`src/rtl/som_dec_nx2n_seq.sv`:
```
// rtl/som_dec_nx2n_seq.sv - registered N-to-2^N decoder with mask-selected sum-of-minterms output and sweep FSM
// Optional truth-table capture on ttab when SOM_DEC_TTAB_CAPTURE_EN is defined.
module som_dec_nx2n_seq #(
   parameter int                N        = 4,
   parameter logic [(2**N)-1:0] MASK_RST = 16'hF830
) (
   input  logic                clk,
   input  logic                rst_n,
   input  logic                en,
   input  logic [N-1:0]        sel,
   input  logic                mask_ld,
   input  logic [(2**N)-1:0]   mask_in,
   input  logic                start,
   output logic [(2**N)-1:0]   y,
   output logic                f,
   output logic [N-1:0]        code_o,
   output logic                valid,
   output logic                busy,
   output logic                done,
   output logic [(2**N)-1:0]   ttab
);
   localparam int               OUT_W = 2**N;
   localparam logic [N:0]       LAST  = (N+1)'(OUT_W);
   localparam logic [OUT_W-1:0] ONE   = {{(OUT_W-1){1'b0}}, 1'b1};

   typedef enum logic {IDLE, SWEEP} state_t;

   state_t           state;
   logic [OUT_W-1:0] mask;
   logic [N:0]       cnt;
   logic [N-1:0]     code_c;
   logic [OUT_W-1:0] m_eff;
   logic [OUT_W-1:0] dec_y;
   logic             dec_f;
   logic             sweep_go;

   // A mask load in IDLE is visible on the same edge, so a sweep started with it uses the new mask.
   always_comb begin
      m_eff    = (state == IDLE && mask_ld) ? mask_in : mask;
      dec_y    = en ? (ONE << sel) : '0;
      dec_f    = en & m_eff[sel];
      code_c   = cnt[N-1:0];
      sweep_go = (state == IDLE) && en && start;
   end

   always_ff @(posedge clk or negedge rst_n) begin
      if (!rst_n) begin
         state  <= IDLE;
         mask   <= MASK_RST;
         cnt    <= '0;
         y      <= '0;
         f      <= 1'b0;
         code_o <= '0;
         valid  <= 1'b0;
         busy   <= 1'b0;
         done   <= 1'b0;
      end else begin
         done <= 1'b0;
         case (state)
            IDLE: begin
               mask <= m_eff;
               if (sweep_go) begin
                  state  <= SWEEP;
                  cnt    <= (N+1)'(1);
                  y      <= ONE;
                  f      <= m_eff[0];
                  code_o <= '0;
                  valid  <= 1'b1;
                  busy   <= 1'b1;
               end else begin
                  y      <= dec_y;
                  f      <= dec_f;
                  code_o <= sel;
                  valid  <= en;
               end
            end
            SWEEP: begin
               if (!en || cnt == LAST) begin
                  // Abort and completion both fall back to plain decode of sel.
                  state  <= IDLE;
                  cnt    <= '0;
                  busy   <= 1'b0;
                  done   <= en;
                  y      <= dec_y;
                  f      <= dec_f;
                  code_o <= sel;
                  valid  <= en;
               end else begin
                  cnt    <= cnt + 1'b1;
                  y      <= ONE << code_c;
                  f      <= mask[code_c];
                  code_o <= code_c;
                  valid  <= 1'b1;
               end
            end
            default: state <= IDLE;
         endcase
      end
   end

`ifdef SOM_DEC_TTAB_CAPTURE_EN
   always_ff @(posedge clk or negedge rst_n) begin
      if (!rst_n) begin
         ttab <= '0;
      end else if (sweep_go) begin
         ttab <= {{(OUT_W-1){1'b0}}, m_eff[0]};
      end else if (state == SWEEP && en && cnt != LAST) begin
         ttab[code_c] <= mask[code_c];
      end
   end
`else
   assign ttab = '0;
`endif

endmodule
```
`config.mk`:
```
export PLATFORM = sky130hd
export DESIGN_NAME = som_dec_nx2n_seq
export DESIGN_NICKNAME = d
export VERILOG_FILES = /design/src/rtl/som_dec_nx2n_seq.sv
export SDC_FILE = /design/constraint.sdc
export NUM_CORES = 1
export LEC_CHECK = 0
export CORE_MARGIN = 2
export CORE_UTILIZATION = 43
export CTS_BUF_LIST = sky130_fd_sc_hd__clkbuf_4
export DETAILED_ROUTE_END_ITERATION = 10
export PLACE_DENSITY = 0.78
export SYNTH_ARGS = -nofsm -noshare
export SYNTH_HDL_FRONTEND = slang
export SYNTH_SLANG_ARGS = --single-unit
```
`constraint.sdc`:
```
create_clock -name clk -period 6 [get_ports clk]
set_clock_uncertainty 0.15 [all_clocks]
set_input_delay 1.2 -clock clk [delete_from_list [all_inputs] [get_ports clk]]
set_output_delay 1.2 -clock clk [all_outputs]
set_load 0.005 [all_outputs]
```
### After elaboration in Yosys (flattened, before gate mapping)

Index checks and enable logic that the tools add are counted.

| storage, ports and cells | value |
|---|---|
| register bits after elaboration | 46 |
| input bits | 25 |
| logic and storage cells | 54 |
| output and inout port bits | 40 |

| operators by class | value |
|---|---|
| eq/ne operators | 3 |
| magnitude comparators | 2 |
| shift operators | 2 |
| reduce and logical (&&, ||, !) cells | 6 |
| $add $sub $neg | 1 |
| multiplexer cells | 29 |
| bitwise gates (word level) | 2 |

Operators with widths:

| cell | count |
|---|---|
| 16-bit 2-to-1 mux | 4 |
| 16-bit case mux with 2 select lines | 1 |
| 1-bit by 4-bit << shifter with 16-bit output, first input constant | 2 |
| 1-bit 2-to-1 mux | 12 |
| 4-bit by 5-bit < comparator with 1-bit output, second input constant | 2 |
| 5-bit 2-to-1 mux | 2 |
| 5-bit case mux with 2 select lines | 1 |
| 1-bit binary-select mux with 4-bit select | 2 |
| 4-bit 2-to-1 mux | 2 |
| 1-bit case mux with 2 select lines | 4 |
| 4-bit case mux with 2 select lines | 1 |
| 5-bit by 1-bit adder with 5-bit output, second input constant | 1 |
| 5-bit == test, second input constant | 1 |
| 1-bit logical AND | 3 |
| 2-bit by 1-bit != test with 1-bit output, second input constant | 1 |
| 2-bit != test, second input constant | 1 |
| 2-bit AND reduction | 1 |
| 1-bit AND | 1 |
| 1-bit logical NOT | 1 |
| 1-bit logical OR | 1 |
| 1-bit NOT | 1 |

### Logic depth before layout (Yosys ltp)

| logic depth | value |
|---|---|
| word-level depth | 8 |
| gate-level depth with buffers | 9 |

### Worst setup path after synthesis

OpenSTA, ideal clock, no wires.

| path | value |
|---|---|
| path kind | input -> register |
| start | input mask_ld |
| end | register f |
| path buffers | 1 |
| setup slack | 3256 ps |
| cell stages on the path | 6 |
| arrival | 2467 ps |
| required time | 5724 ps |
| cell sequence | nor2b_4 -> buf_6 -> mux2_2 -> mux4_2 -> nor3_2 -> o31ai_1 |

| on the way | value |
|---|---|
| cells in the longest elaborated chain, start to end | 7 |
| elaborated cells on any way between the ends | 8 |
| those cells by class | mux: 6; bitwise: 1; reduce/logical: 1 |

Ends and longest elaborated chain:

| what | line | RTL |
|---|---|---|
| start, declared | 11 | `input logic mask_ld,` |
| 1-bit logical AND (*) | 39 | `m_eff = (state == IDLE && mask_ld) ? mask_in : mask;` |
| 16-bit 2-to-1 mux (*) | 39 |  |
| 1-bit binary-select mux with 4-bit select | 41 | `dec_f = en & m_eff[sel];` |
| 1-bit 2-to-1 mux (not written as such) | 41 |  |
| 1-bit AND | 41 |  |
| 1-bit 2-to-1 mux, on equally long branches | 78, 62 |  |
| 1-bit case mux with 2 select lines (*) | 59 | `case (state)` |
| end signal, assigned | 66 | `f <= m_eff[0];` |
| end signal, assigned | 91 | `f <= mask[code_c];` |
| end, declared | 15 | `output logic f,` |

Every way passes the cells marked *; elsewhere a longest branch is shown, timed or not. The select of a mux whose other input is x is not followed.
A chain may end at the register's enable or synchronous reset.

### Final worst setup path

Same ends and word-level chain as after synthesis.

==> summary.txt <==
Clock tree
  – Root Buffer: clkbuf_4
  – Clock H-tree levels: 2
  – TritonCTS buffer count: 5
  – Clk slew on worst S/H paths: 0.14 ns
  – Cts hold-fix bufs: 0
  – Post-CTS Resized: 0
  – Clk sinks: 46
  – Post-CTS Setup Repair Bufs: 0
  – Worst skew pair latency: 0.36 ns
  – Max Root-Sink Buffers: 2
  – TritonCTS clock tree: done

Setup path
  – Worst path slowest cell: nor2b_4
  – CP Max Fanout: 17
  – Max incr delay on CP: 0.50 ns
  – CP Class: in -> reg
  – Crit path cell chain: clkdlybuf4s50_1 > nor2b_4 > mux2_2 > mux4_2 > nor3_2 > o31ai_1
  – Worst Path Arrival: 3.29 ns
  – Crit start category: input pin
  – Required @ worst endpoint: 6.11 ns
  – CP Capture Type: register

Synth
  – Post-synth top area share: 40.8%
  – Synth Area per Inst: 11.6 um2
  – Area contributors post-synth: dfrtp_1, dfstp_2, buf_4
  – Synthesis-stage register bit count: 46
  – Distinct cells, synth: 45
  – Post-synth top area cell: dfrtp_1
  – Async SR Flop Fraction: 100%
  – Post-Synthesis Cells: 207
  – EDFF count, synth: 0
  – Synth warnings: 0
  – Mapped cell area: 2390 um2
  – Sequential-to-total area share from yosys stat: 48.5%
  – Main synth FF type: dfrtp_1

Final layout
  – Final nets: 281
  – Layout cell share with drive strength beyond 1: 17.5%
  – Layout area overhead: 21.5%
  – # diodes: 0

Timing
  – Max Fclk: 0.314 GHz
  – Fin Hold WS: 0.398 ns
  – Fin crit period: 3.18 ns
  – Slew margin rel.: 33.3%
  – Setup violations, final: 0
  – Slew @ Worst Pin: 1.00 ns
  – Unrepaired setup endpoints after global routing: false
  – Fin. max-slew vios: 0
  – Final Hold Fails: 0
  – Setup TNS: 0 ns
  – Crit share post-route: 53.0%

Die
  – I/O Pins: 65
  – Die area: 6180 um2
  – Initial Util: 44.0%
  – Core Region: 5440 um2
  – Floorplan row count: 27
  – Die Height: 78.6 um
  – Die W: 78.6 um

Routing
  – First drt pass iteration count: 4
  – First-iteration detailed-routing DRC count: 175
  – Total wire length: 5070 um
  – Drt via density: 5.46
  – Via count: 1764
  – Drt drc: 0
  – Routed len/inst: 15.7 um
  – Post-route ant nets: 0

Global route
  – Vias in the first global route: 1651
  – Largest net degree at the start of global routing: 47
  – GRT overflow: 0
  – Antenna violations before repair: 0
  – First-pass GRT wire length: 8140 um
  – Global Route Usage Sum: 16.9%

Hold path
  – Worst Hold Class: reg -> reg

Power
  – VDD IR-drop max: 0.147 mV
  – Leak pwr: 1.26 nW
  – Power density over cell area: 327 nW/um2

Placed design
  – Gpl congestion: 0.959
  – Port buffer count: 48
  – DP HPWL: 3710 um

Outcome
  – Run status: complete, no violations

Flow run
  – Total of max-cap violations: 0
-- worst max-delay path: cells and delay by family --
family                 cells  cell delay, ns
and+or+nand+nor            2            0.66
muxes                      2            0.88
buffers and inverters      1            0.46
AOI/OAI and AO/OA          1            0.10
-- report_power, final --
| group | total, W | switching (W) | internal (W) | leakage, nW |
|---|---|---|---|---|
| combinational | 0.000319 | 0.000145 | 0.000174 | 0.642 |
| clock | 0.000187 | 0.000100 | 0.0000864 | 0.0450 |
| sequential | 0.000445 | 0.0000608 | 0.000384 | 0.577 |
| total | 0.000950 | 0.000305 | 0.000645 | 1.26 |
-- area by class of cell --
class                      instances  area (um2)
clock buffer                       5        37.5
clock inverter                     3        40.0
fill                             486        2530
inverter                           9        33.8
multi-input combinational        140        1070
sequential                        46        1160
tap                               72        90.1
timing repair buffer              48         475
-- registers in the layout (all words and copies together) (netlist names) --
name and cells:
f 1, code_o 4, cnt 5, done 1, y 16, busy 1, state 1, valid 1
mask 16
-- stage by stage --
step | power (W) | utilization, % | cells | area [um2] | setup WS (ns)
2_1_floorplan | 0.000664 | - | 222 | 2450 | 3.26
3_3_place_gp | 0.000759 | 52.0 | 315 | 2830 | 2.45
3_5_place_dp | 0.000767 | 52.0 | 315 | 2830 | 2.41
4_1_cts | 0.000953 | 53.4 | 323 | 2910 | 2.80
5_1_grt | 0.00101 | 53.4 | 323 | 2910 | 2.73
6_report | 0.000950 | 53.4 | 323 | 2910 | 2.82
-- synth_stat cells (6+ instances only) --
cell,number
nand2_1,23
ha_1,6
o22ai_1,7
dfrtp_1,39
o21ai_0,9
inv_1,9
nor2_1,11
mux2_2,9
mux2_4,6
a22o_1,6
dfstp_2,7
buf_4,16
clkbuf_1,6
-- worst paths after layout --
kind | from | end | slack [ns] | cells after the start
worst max-delay path | mask_ld | f | 2.82 | 6
worst min-delay path | mask[3] | mask[3] | 0.40 | 1
max in group asynchronous | rst_n | busy | 4.25 | 1
worst max register to register | cnt[0] | y[7] | 3.28 | 8
min in group asynchronous | rst_n | f | 0.84 | 1
worst min register to register | mask[3] | mask[3] | 0.40 | 1
-- cell usage in the layout (no fill, tap or decap), drive strengths merged, types with 2 or more instances in the layout --
cell and instances:
clkdlybuf4s50 47, dfrtp 39, nand2 23, conb 16, mux2 15, nor2 12, inv 9, o21ai 9
o22ai 7, dfstp 7, a22o 6, ha 6, mux4 6, a32o 5, a21oi 5, clkbuf 5
nand3 3, nor3b 2, o221ai 2, mux2i 2, o31ai 2, xnor2 2, clkinv 2, and3 2
nor3 2, nor2b 2
-- logic make-up after synthesis --
group / synth area share (%)
AND/OR/NAND/NOR: 10.2
flip-flops: 48.5
AO/OA/AOI/OAI: 13.5
buffers and inverters: 9.15
multiplexers: 14.6
adder cells (fa/ha/maj): 3.14
XOR/XNOR: 0.732
other: 0.157
-- routing by layer --
metal  track usage [%]  routed length (um)  up-vias
met4              5.09                  93        0
met3              3.56                 416       15
li1                  -                   -      788
met2              26.4                2340       97
met1              23.6                2220      864
met5                 0                   0        -
No activity file was read; power rests on OpenSTA's default activity.
